[src/rtl/delay_reg_en_unify_pkg.sv]
// Shared helpers for the delay_reg_en_unify delay line.
// Holds the tap-slice arithmetic so every user of the flattened tap bus
// locates tap k the same way.
package delay_reg_en_unify_pkg;

  // Lowest bit index of tap k inside a flattened bus of WIDTH-bit taps.
  function automatic int tap_lsb(input int k, input int width);
    return k * width;
  endfunction

endpackage

[src/rtl/delay_reg_en_unify_stage.sv]
// delay_reg_stage: one WIDTH-bit enabled register with async active-low reset.
// Ports: CLK_I clock, RSTN_I async reset (active low), EN_I load enable,
//        D_I next sample, Q_O registered sample (RESET_VAL after reset).
module delay_reg_stage #(
  parameter int               WIDTH     = 8,
  parameter logic [WIDTH-1:0] RESET_VAL = '0
) (
  input  logic             CLK_I,
  input  logic             RSTN_I,
  input  logic             EN_I,
  input  logic [WIDTH-1:0] D_I,
  output logic [WIDTH-1:0] Q_O
);

  logic [WIDTH-1:0] q_q;
  logic [WIDTH-1:0] q_d;

  // Hold when disabled; a disabled edge leaves the stage untouched.
  always_comb begin
    q_d = q_q;
    if (EN_I) begin
      q_d = D_I;
    end
  end

  always_ff @(posedge CLK_I or negedge RSTN_I) begin
    if (!RSTN_I) begin
      q_q <= RESET_VAL;
    end else begin
      q_q <= q_d;
    end
  end

  assign Q_O = q_q;

endmodule

[src/rtl/delay_reg_en_unify.sv]
// delay_reg_en_unify: LEN-stage enabled shift-register delay line exposing all taps.
// Ports: CLK_I, RSTN_I (async active low), EN_I shift enable, IN_I sample (tap 0),
//        OUT_NEW2OLD_O all taps flattened (tap k at bits [(k+1)*WIDTH-1:k*WIDTH]),
//        OUT_O oldest tap. Optional macro DELAY_REG_VALID_EN adds VLD_I,
//        VLD_NEW2OLD_O and VLD_O: a parallel valid chain that resets to 0.
module delay_reg_en_unify
  import delay_reg_en_unify_pkg::*;
#(
  parameter int               WIDTH     = 8,
  parameter int               LEN       = 1,
  parameter logic [WIDTH-1:0] RESET_VAL = '0
) (
  input  logic                       CLK_I,
  input  logic                       RSTN_I,
  input  logic                       EN_I,
  input  logic [WIDTH-1:0]           IN_I,
`ifdef DELAY_REG_VALID_EN
  input  logic                       VLD_I,
  output logic [LEN:0]               VLD_NEW2OLD_O,
  output logic                       VLD_O,
`endif
  output logic [WIDTH*(LEN+1)-1:0]   OUT_NEW2OLD_O,
  output logic [WIDTH-1:0]           OUT_O
);

  // tap[0] is the live input; tap[k] is the output of stage k.
  logic [WIDTH-1:0] tap [LEN+1];

  assign tap[0] = IN_I;

  for (genvar k = 1; k <= LEN; k++) begin : g_stage
    delay_reg_stage #(
      .WIDTH     (WIDTH),
      .RESET_VAL (RESET_VAL)
    ) u_stage (
      .CLK_I  (CLK_I),
      .RSTN_I (RSTN_I),
      .EN_I   (EN_I),
      .D_I    (tap[k-1]),
      .Q_O    (tap[k])
    );
  end

  for (genvar k = 0; k <= LEN; k++) begin : g_pack
    assign OUT_NEW2OLD_O[tap_lsb(k, WIDTH) +: WIDTH] = tap[k];
  end

  assign OUT_O = tap[LEN];

`ifdef DELAY_REG_VALID_EN
  // Valid chain shifts with the data so reset fill is distinguishable.
  logic vtap [LEN+1];

  assign vtap[0] = VLD_I;

  for (genvar k = 1; k <= LEN; k++) begin : g_vstage
    delay_reg_stage #(
      .WIDTH     (1),
      .RESET_VAL (1'b0)
    ) u_vstage (
      .CLK_I  (CLK_I),
      .RSTN_I (RSTN_I),
      .EN_I   (EN_I),
      .D_I    (vtap[k-1]),
      .Q_O    (vtap[k])
    );
  end

  for (genvar k = 0; k <= LEN; k++) begin : g_vpack
    assign VLD_NEW2OLD_O[k] = vtap[k];
  end

  assign VLD_O = vtap[LEN];
`endif

  // With no stages the clock, reset and enable have nothing to drive.
  if (LEN == 0) begin : g_wire
    logic unused_ctl;
    assign unused_ctl = ^{CLK_I, RSTN_I, EN_I};
  end

endmodule

[config.mk]
export PLATFORM = sky130hd
export DESIGN_NAME = delay_reg_en_unify
export DESIGN_NICKNAME = d
export VERILOG_FILES = /design/src/rtl/delay_reg_en_unify_pkg.sv /design/src/rtl/delay_reg_en_unify_stage.sv /design/src/rtl/delay_reg_en_unify.sv
export SDC_FILE = /design/constraint.sdc
export NUM_CORES = 1
export LEC_CHECK = 0
export ABC_AREA = 1
export BUFFER_PORTS_ARGS = -buffer_cell sky130_fd_sc_hd__buf_2
export CAP_MARGIN = 20
export CORE_AREA = 2 2 39 41
export CTS_CLUSTER_DIAMETER = 30
export CTS_CLUSTER_SIZE = 8
export DETAILED_ROUTE_END_ITERATION = 8
export DIE_AREA = 0 0 41 43
export GPL_TIMING_DRIVEN = 0
export HOLD_SLACK_MARGIN = 0.03
export PLACE_DENSITY_LB_ADDON = 0.15
export SYNTH_ARGS = -nofsm -noshare
export SYNTH_HDL_FRONTEND = slang
export SYNTH_SLANG_ARGS = --single-unit
[constraint.sdc]
create_clock -name CLK_I -period 0.8 [get_ports CLK_I]
set_input_delay 0.04 -clock CLK_I [delete_from_list [all_inputs] [get_ports CLK_I]]
set_output_delay 0.04 -clock CLK_I [all_outputs]
set_load 0.05 [all_outputs]
## Word-level counts from Yosys, hierarchy flattened

Cells that the tools add are included.
W data, S select, Z words.

| word-level totals | value |
|---|---|
| input port bits | 11 |
| logic and storage cells | 1 |
| flip-flop bits (word level) | 8 |
| output and inout port bits | 24 |

## Logic depth before layout (Yosys ltp)

| depth | value |
|---|---|
| depth after elaboration | 0 |
| gate-level depth with buffers | 4 |
| mapped depth without buffers | 3 |

## Cells and area by module

A second synthesis with hierarchy kept.

| second synthesis, totals | value |
|---|---|
| cells, all modules | 50 |
| area total of the unflattened synthesis | 425.4 µm² |

Modules (own cells, without submodules):

| module | cells each | seq. area each (µm²) | instances | area each (µm²) |
|---|---|---|---|---|
| delay_reg_stage | 34 | 200.2 | 1 | 305.3 |
| delay_reg_en_unify | 16 | 0.0 | 1 | 120.1 |

## Worst setup path after synthesis

No wires, ideal clock.

| timing | value |
|---|---|
| path kind | flip-flop to output port |
| start | register g_stage[1].u_stage.q_q[0] |
| end | output port OUT_O[0] |
| data arrival time | 904 ps |
| path slack | -144 ps |
| buffers on the path | 1 |
| data required time | 760 ps |
| cell stages (with the launch flop) | 2 |
| cells stage by stage | dfrtp_1 -> buf_4 |

RTL lines:

| element | line | RTL |
|---|---|---|
| start: declaration | delay_reg_en_unify_stage.sv:15 | `logic [WIDTH-1:0] q_q;` |
| start signal: assignment | delay_reg_en_unify_stage.sv:30 | `q_q <= q_d;` |
| end: declaration | delay_reg_en_unify.sv:23 | `output logic [WIDTH-1:0] OUT_O` |

No word-level cell between the ends.

## Final worst setup path

| timing | value |
|---|---|
| start | register g_stage[1].u_stage.q_q[5] |
| end | output port OUT_O[5] |

No word-level cell between the ends.

==> results.md <==
- Part of the Yosys area used for sequential elements: a little under half
- Pre-CTS setup slack: 0.0395 ns
- YS warnings: 0
- Cell leakage power: 0.000482 uW
- Max FFs per register: 8
- Syn nets: 61
- IO Count: 35
- TritonRoute pass-1 iters: 3
- Global-route wire length before repair: 1.63 mm
- Core Region: approximately 0.0014 mm2
- CP required: 0.76 ns
- Share of the synthesized area in the top cell type: 47.1%
- Starting density of the core: a little under a third
- Multi-input gate area: 90.1 um2
- WS Path Type: register to primary output
- Count of input and output buffers: 33
- Drt wl/cell: slightly above 9 um
- Flip-flop and latch area: 210 um2
- FP Rows: 14
- Root buffer cell: clkbuf_4
- Die Area: 0.00176 mm2
- Max Cap Viol: 0
- # diodes: 0
- Fin crit period: between 0.9 and 1 ns
- Fin util: a little under two thirds
- Syn-to-layout area delta: 108%
- Fillers: approximately 120
- Vias per cell: 3.96
- GR met3 Demand/Resource: under 10%
- DR iter-0 viols: 3
- Worst Path Max Fanout: 3
- Final max-slew violation count: 0
- RePlAce Congestion: between 0.5 and 0.6
- Synthesized flop and latch total: 8
- F_max: approximately 1.0 GHz
- H-tree depth: 1
- Max Buffers Root-to-Sink: 2
- GRT overflow: 0
- Num CTS Buffers: 3
- Synth area leaders: dfrtp_1 47%, buf_4 28%, nand2_1 21%
- Pwr/cell area: about 1800 mW/mm2
- Final setup violation count: 16
- Setup TNS: -2.24 ns
- WL final: between 1 and 1.5 mm
- Setup crit end kind: primary output
- Leading area contributor after synthesis: dfrtp_1
- Netlist cell types: 5
- Initial antenna violation count: 0
- Final worst-path cycle share: 123%
- Die X: roughly 40 um
- Met2 Use GR: approximately 22%
- Critical path launch point type: register
- Via Count: approximately 450
- Clock Latency Late Sink: around 0.26 ns
- Slew headroom: approximately 83%
- Final Hold Fails: 0
- Post-DRT Antenna Nets: 0
- Outcome: finished with violations
- Net total in the final layout: 110
- Worst EP arrival: between 0.9 and 1 ns
- Global Route Usage Sum: roughly 14%
- Failing checks: negative setup slack
- TritonCTS clock tree: built
- # DRC: 0
- Unrepaired setup endpoints after global routing: true
- Vias in the first global route: about 400
- Syn_area_per_cell: around 8.5 um2
- Clk sink count: 8
- Post-synthesis cell area: around 430 um2
- Post-Route Skew: 0 ns
- Worst Max-Slew Pin Slew: around 0.26 ns
- Fin worst setup slack: -0.187 ns
- Mapped Cells: 50
- M1 GR Usage: 15.9%
- Most crowded layer after global routing: met2
- Share of layout cells above drive strength 1: about two thirds
- Die Ht: 43 um
- Hold Path Class: primary input to asynchronous set/reset pin
- Clock Pin Slew Worst Setup and Hold Paths: roughly 0.060 ns
- Largest net degree at the start of global routing: 10
- Max VDD drop: slightly below 0.0009 V
-- logic make-up after synthesis --
logic type / after synthesis / synth area share, %
buf+inv: 18 / 31.8
flops: 8 / 47.1
simple gates: 24 / 21.2
-- layout by cell type, fill, tap and decap left out --
cell type and count:
buf_4 15, buf_6 10, dfrtp_2 8, dlygate4sd3_1 10, inv_4 1, nand2_1 24
clkbuf_4 3, buf_8 8, buf_2 18
-- final timing paths --
kind	startpoint	cells after the start	to	slack, ns
max in group asynchronous	RSTN_I	2	g_stage[1].u_stage.Q_O[6]$_DFFE_PN0P_	0.47
min in group CLK_I	IN_I[5]	3	OUT_NEW2OLD_O[5]	0.49
min reg2reg	g_stage[1].u_stage.Q_O[2]$_DFFE_PN0P_	2	g_stage[1].u_stage.Q_O[2]$_DFFE_PN0P_	0.51
max	g_stage[1].u_stage.Q_O[5]$_DFFE_PN0P_	2	OUT_O[5]	-0.19
min	RSTN_I	2	g_stage[1].u_stage.Q_O[5]$_DFFE_PN0P_	0.15
max reg2reg	g_stage[1].u_stage.Q_O[1]$_DFFE_PN0P_	3	g_stage[1].u_stage.Q_O[1]$_DFFE_PN0P_	0.04
-- stage by stage --
step	total power [uW]	cell area [um2]	cells	hold WS (ns)
2_1_floorplan	947	435	50	-0.256
3_5_place_dp	1080	621	99	-0.111
4_1_cts	1580	876	113	0.149
5_1_grt	1650	885	113	0.188
3_3_place_gp	1070	621	99	-0.110
6_report	1580	885	113	0.149
-- routing by layer --
layer  part of all wire [%]  wire [um]
met3                    4.2         44
met4                    4.0         42
met5                      0          0
met2                     57        595
met1                     35        361
-- report_power, final --
| group | internal [uW] | switching, uW | total [uW] | leakage (uW) |
|---|---|---|---|---|
| Clock | 173 | 150 | 323 | 0.0000138 |
| Sequential | 448 | 35.0 | 483 | 0.0000884 |
| Combinational | 320 | 452 | 772 | 0.000380 |
| Total | 940 | 637 | 1580 | 0.000482 |
-- final cells by class --
cell class,instances,share of cell area (%)
repair buffers,44,42.3
well taps,16,2.26
inverters,1,0.707
plain buffers,17,18.2
flip-flops and latches,8,23.8
multi-input cells,24,10.2
clock buffers,3,2.55
-- critical path: stages (launching register included) --
cell and delay, ns:
dfrtp_2 0.43, buf_6 0.12, buf_8 0.14
-- cell usage after synthesis, drive strengths merged --
cell,instances
buf,17
inv,1
dfrtp,8
nand2,24
-- what timing repair did --
item | 4_1_cts | 5_1_grt
setup endpoints to repair | 16 | 24
setup buffers | 1 | 0
hold endpoints to repair | 16 | 0
pin swaps | 0 | 0
hold buffers | 10 | 0
resized for setup | 38 | 4
Note: power is estimated with default switching activity, not from simulation.
